<file path="src/rtl/ldpc_encode_stream.sv">
// ---------------------------------------------------------------------------
// ldpc_encode_stream
//
// Streaming LDPC encoder. A K-bit information word and its K x N generator
// matrix are accepted over a valid/ready handshake and held internally. The
// codeword = info x G over GF(2) is then built up PAR generator rows per
// cycle. The finished codeword is held on a valid/ready output until the
// downstream stage takes it.
//
// Ports:
//   clk        clock, all logic on the rising edge
//   rst        synchronous active-high reset
//   i_en       global enable; when low every register holds and no
//              handshake completes
//   in_valid   info_bits / generator are valid
//   in_ready   block can accept a new word (IDLE, enabled, not in reset)
//   info_bits  K-bit information word, bit r selects generator row r
//   generator  flattened K x N matrix, row r = generator[(r+1)*N-1 : r*N]
//   out_valid  codeword is valid
//   out_ready  downstream accepts the codeword
//   codeword   N-bit encoded word, kept after out_valid falls
// ---------------------------------------------------------------------------
module ldpc_encode_stream #(
    parameter int N   = 11,
    parameter int K   = 6,
    parameter int PAR = 1
) (
    input  logic           clk,
    input  logic           rst,
    input  logic           i_en,
    input  logic           in_valid,
    output logic           in_ready,
    input  logic [K-1:0]   info_bits,
    input  logic [K*N-1:0] generator,
    output logic           out_valid,
    input  logic           out_ready,
    output logic [N-1:0]   codeword
);

    // Number of accumulation cycles and the counter width that covers them.
    localparam int C  = (K + PAR - 1) / PAR;
    localparam int CW = (C > 1) ? $clog2(C) : 1;
    localparam logic [CW-1:0] LAST = CW'(C - 1);

    typedef enum logic [1:0] {
        IDLE,
        ACCUM,
        DONE
    } state_t;

    state_t         state_q, state_d;
    logic [CW-1:0]  cnt_q, cnt_d;
    logic [N-1:0]   acc_q, acc_d;
    logic [K-1:0]   info_q, info_d;
    logic [K*N-1:0] gen_q, gen_d;
    logic [N-1:0]   codeword_q, codeword_d;
    logic           out_valid_q, out_valid_d;
    logic [N-1:0]   chunk_xor;
    logic [N-1:0]   acc_next;

    assign in_ready  = (state_q == IDLE) && i_en && !rst;
    assign out_valid = out_valid_q;
    assign codeword  = codeword_q;

    // XOR of the selected rows that belong to the current chunk. Every row
    // is tested against the counter, so rows past K in a partial last chunk
    // simply never exist and contribute nothing.
    always_comb begin
        chunk_xor = '0;
        for (int r = 0; r < K; r++) begin
            if (info_q[r] && ((r / PAR) == int'(cnt_q))) begin
                chunk_xor = chunk_xor ^ gen_q[r*N +: N];
            end
        end
    end

    // Next-state logic. Nothing moves while i_en is low. The accept edge
    // snapshots the inputs so later input changes cannot disturb the word.
    always_comb begin
        state_d     = state_q;
        cnt_d       = cnt_q;
        acc_d       = acc_q;
        info_d      = info_q;
        gen_d       = gen_q;
        codeword_d  = codeword_q;
        out_valid_d = out_valid_q;
        acc_next    = acc_q ^ chunk_xor;

        if (i_en) begin
            case (state_q)
                IDLE: begin
                    if (in_valid && in_ready) begin
                        info_d  = info_bits;
                        gen_d   = generator;
                        acc_d   = '0;
                        cnt_d   = '0;
                        state_d = ACCUM;
                    end
                end
                ACCUM: begin
                    acc_d = acc_next;
                    if (cnt_q == LAST) begin
                        codeword_d  = acc_next;
                        out_valid_d = 1'b1;
                        cnt_d       = '0;
                        state_d     = DONE;
                    end else begin
                        cnt_d = cnt_q + CW'(1);
                    end
                end
                DONE: begin
                    if (out_ready) begin
                        out_valid_d = 1'b0;
                        state_d     = IDLE;
                    end
                end
                default: begin
                    state_d = IDLE;
                end
            endcase
        end
    end

    // State registers. Reset wins over i_en and discards any word in flight.
    always_ff @(posedge clk) begin
        if (rst) begin
            state_q     <= IDLE;
            cnt_q       <= '0;
            acc_q       <= '0;
            info_q      <= '0;
            gen_q       <= '0;
            codeword_q  <= '0;
            out_valid_q <= 1'b0;
        end else begin
            state_q     <= state_d;
            cnt_q       <= cnt_d;
            acc_q       <= acc_d;
            info_q      <= info_d;
            gen_q       <= gen_d;
            codeword_q  <= codeword_d;
            out_valid_q <= out_valid_d;
        end
    end

endmodule

</file>
<file path="config.mk">
export PLATFORM = sky130hd
export DESIGN_NAME = ldpc_encode_stream
export DESIGN_NICKNAME = d
export VERILOG_FILES = /design/src/rtl/ldpc_encode_stream.sv
export SDC_FILE = /design/constraint.sdc
export NUM_CORES = 1
export LEC_CHECK = 0
export ABC_AREA = 1
export BUFFER_PORTS_ARGS = -buffer_cell sky130_fd_sc_hd__buf_4
export CORE_MARGIN = 2
export CORE_UTILIZATION = 39
export DETAILED_ROUTE_END_ITERATION = 7
export GPL_ROUTABILITY_DRIVEN = 0
export PLACE_DENSITY = 0.63
export SETUP_SLACK_MARGIN = 0.15
export SYNTH_ARGS = -nofsm -noshare
export SYNTH_HDL_FRONTEND = slang
export SYNTH_SLANG_ARGS = --single-unit
</file>
<file path="constraint.sdc">
create_clock -name clk -period 2.3 [get_ports clk]
set_input_delay 0.23 -clock clk [delete_from_list [all_inputs] [get_ports clk]]
set_output_delay 0.23 -clock clk [all_outputs]
set_load 0.02 [all_outputs]
</file>
==> results_dict.tcl <==
set metrics [dict create \
    hold_path_startpoint "generator[40]" \
    synthDistinctLibCells 25 \
    coreArea_mm2 0.0119 \
    routed_wl_mm 13.2 \
    finClkSkew_ns 0.00753 \
    insertion_delay_ns 0.35 \
    finalHoldViolations 0 \
    drive_gt1_share_pct 15.8 \
    internal-power_w 0.00280 \
    critPathRequiredTime_ns 2.57 \
    clkPwrFrac_pct 42.8 \
    layout_common_cells "257 x nand2_1, 98 x dfxtp_1, 97 x buf_4" \
    portBuffers 89 \
    outcome "finished, final reports clean" \
    slew_violations 0 \
    num_rows 40 \
    ant_nets 0 \
    nNetsFinal 865 \
    path_clk_slew_ns 0.07 \
    worstMarginPinSlew_ns 0.684 \
    grt_pass1_wl_mm 21.4 \
    drv_cap 0 \
    power.switching_w 0.000883 \
    pwr_density_cell_mw_per_mm2 638 \
    diodes 0 \
    htreeDepth 3 \
    cts_buffers 9 \
    netlist_area_mm2 0.00469 \
    crit_start "cnt_q[2]$_SDFFE_PP0P_" \
    detail_route.iter0.violations 370 \
    vias_per_cell 5.08 \
    clock_path_buffers 2 \
    dp_hpwl_mm 9.87 \
    hp-class "input port to flop" \
    overflow 0 \
    grt_pass1_vias 4510 \
    grt_start_max_net_pins 90 \
    rr_startpoint "cnt_q[2]$_SDFFE_PP0P_" \
    drc_errors 0 \
    finalSetupTns_ns 0 \
    dpl_cell_area_mm2 0.00547 \
    cts_root_buffer "clkbuf_16" \
    fmax_mhz 540 \
    grt_util_all_layers_pct 21.0 \
    start_util_pct 39.5 \
    critical_path_class "flop to flop" \
    dr_total_vias 4767 \
    final_common_cell "nand2_1" \
    setup_viol 0 \
    holdWs_ns 0.131 \
    fp.dieW_um 114 \
    syn_to_final_growth_pct 23.4 \
    antenna_found_initial 0 \
    cts_tree "done" \
    p_comb_share_pct 7.9 \
    worstSetupStartpointType "flop" \
    cp-end-kind "flop" \
    post-route-min-period_ns 1.85 \
    synth_nets 790 \
    fin_crit_sh_pct 80.6 \
    synth_seq_area_share_pct 42.7 \
    numClockSinks 100 \
    p_seq_share_pct 49.3 \
    yosys_warnings 0 \
    post_drt_wl_per_cell_um 14.0 \
    arrival_ns 2.12 \
    rsz0062_at_grt "no" \
    leakagePower_nw 2.45 \
    design_area_mm2 0.00578 \
    synthCells 712 \
    first_pass_iters 5 \
    vdd.ir_drop.worst_mv 0.327 \
    maxSlewHeadroom_pct 54.3 \
    ys_seq_elements 100 \
    dieArea_mm2 0.0129 \
    final_core_util_pct 48.7 \
    ios 90 \
    sw_frac_of_total_pct 24.0 \
    syn_area_per_cell_um2 6.58 \
    die_y_um 114 \
    cp_max_fo 11 \
]
power by group through the flow:
stage | sequential (W) | combinational (W) | clock, W
3_5_place_dp | 0.00186 | 0.000294 | 0
6_report | 0.00182 | 0.000292 | 0.00158
4_1_cts | 0.00182 | 0.000296 | 0.00159
2_1_floorplan | 0.00184 | 0.000151 | 0
5_1_grt | 0.00182 | 0.000327 | 0.00167
3_3_place_gp | 0.00186 | 0.000287 | 0
final cells by class:
class | instances | area, µm²
repair buffers | 98 | 748
clock buffers | 11 | 243
fillers | 1238 | 6080
multi-input cells | 512 | 2290
inverters | 66 | 248
well taps | 147 | 184
flip-flops and latches | 100 | 2000
clock inverters | 5 | 65.1
registers in the layout (all words and copies together) (netlist names):
register and flops:
acc_q 11, cnt_q 3, codeword 11, gen_q 66
info_q 6, out_valid 1, state_q 2
timing repair:
item	4_1_cts	5_1_grt
hold buffers	0	0
endpoints found under the setup margin	0	19
buffers inserted	0	0
resized for setup	0	4
stage by stage:
stage	instances	power [W]	worst slack, ns
2_1_floorplan	712	0.00199	0.624
3_3_place_gp	923	0.00214	0.300
3_5_place_dp	923	0.00215	0.187
4_1_cts	939	0.00370	0.154
5_1_grt	939	0.00382	0.237
6_report	939	0.00369	0.447
cells by family after synthesis:
family / synth area share (%)
simple gates: 33.3
compound gates: 14.4
buf+inv: 8.60
flops: 42.7
xor+xnor: 0.748
fa+ha+maj: 0.267
critical path, stage by stage, from the launching register on:
cell and delay [ns]:
dfxtp_2 0.44, inv_1 0.10, ha_1 0.21, nand2_2 0.14
inv_2 0.10, nand2_1 0.09, nand3_1 0.07, nand2_1 0.11
inv_1 0.05, nand2_1 0.07, nand2_1 0.06, nand2_1 0.09
nand3_1 0.07, a21oi_1 0.15
Yosys cell counts:
cell      count  share of area (%)
nand2_1     258                 21
nand3_2       1               0.21
buf_4         3               0.48
buf_2         7               0.75
nor3_1        2               0.21
inv_2         2               0.16
nor2_2        1               0.13
inv_1        64                5.1
nand4_1       9                1.2
xnor2_1       2               0.37
a211oi_1      1               0.16
nand3b_1      5               0.80
buf_6         1               0.24
xor2_1        2               0.37
nor2_4        2               0.48
nor4_1        1               0.13
dfxtp_1     100                 43
clkbuf_1     23                1.8
o21bai_1      2               0.32
nand2_2       1               0.13
nand3_1      68                7.3
nor2_1       26                2.1
ha_1          1               0.27
a21oi_1      96                 10
o21ai_0      34                3.6
routing by layer:
| metal | GRT usage (%) | vias up | share of wire [%] | routed length, µm |
|---|---|---|---|---|
| met1 | 27.3 | 2172 | 45 | 5960 |
| met3 | 3.45 | 21 | 5.1 | 672 |
| met5 | 0 | - | 0 | 0 |
| li1 | - | 2443 | - | - |
| met4 | 7.40 | 0 | 2.2 | 287 |
| met2 | 35.3 | 131 | 47 | 6260 |
path summary, 6_finish.rpt:
path	to	slack [ns]	cells past startpoint
worst max-delay path	acc_q[9]$_SDFFE_PP0P_	0.45	13
worst min-delay path	gen_q[40]$_SDFFE_PP0P_	0.13	3
worst max register to register	acc_q[9]$_SDFFE_PP0P_	0.45	13
worst min register to register	gen_q[47]$_SDFFE_PP0P_	0.46	2
(Power assumes the default switching activity.)
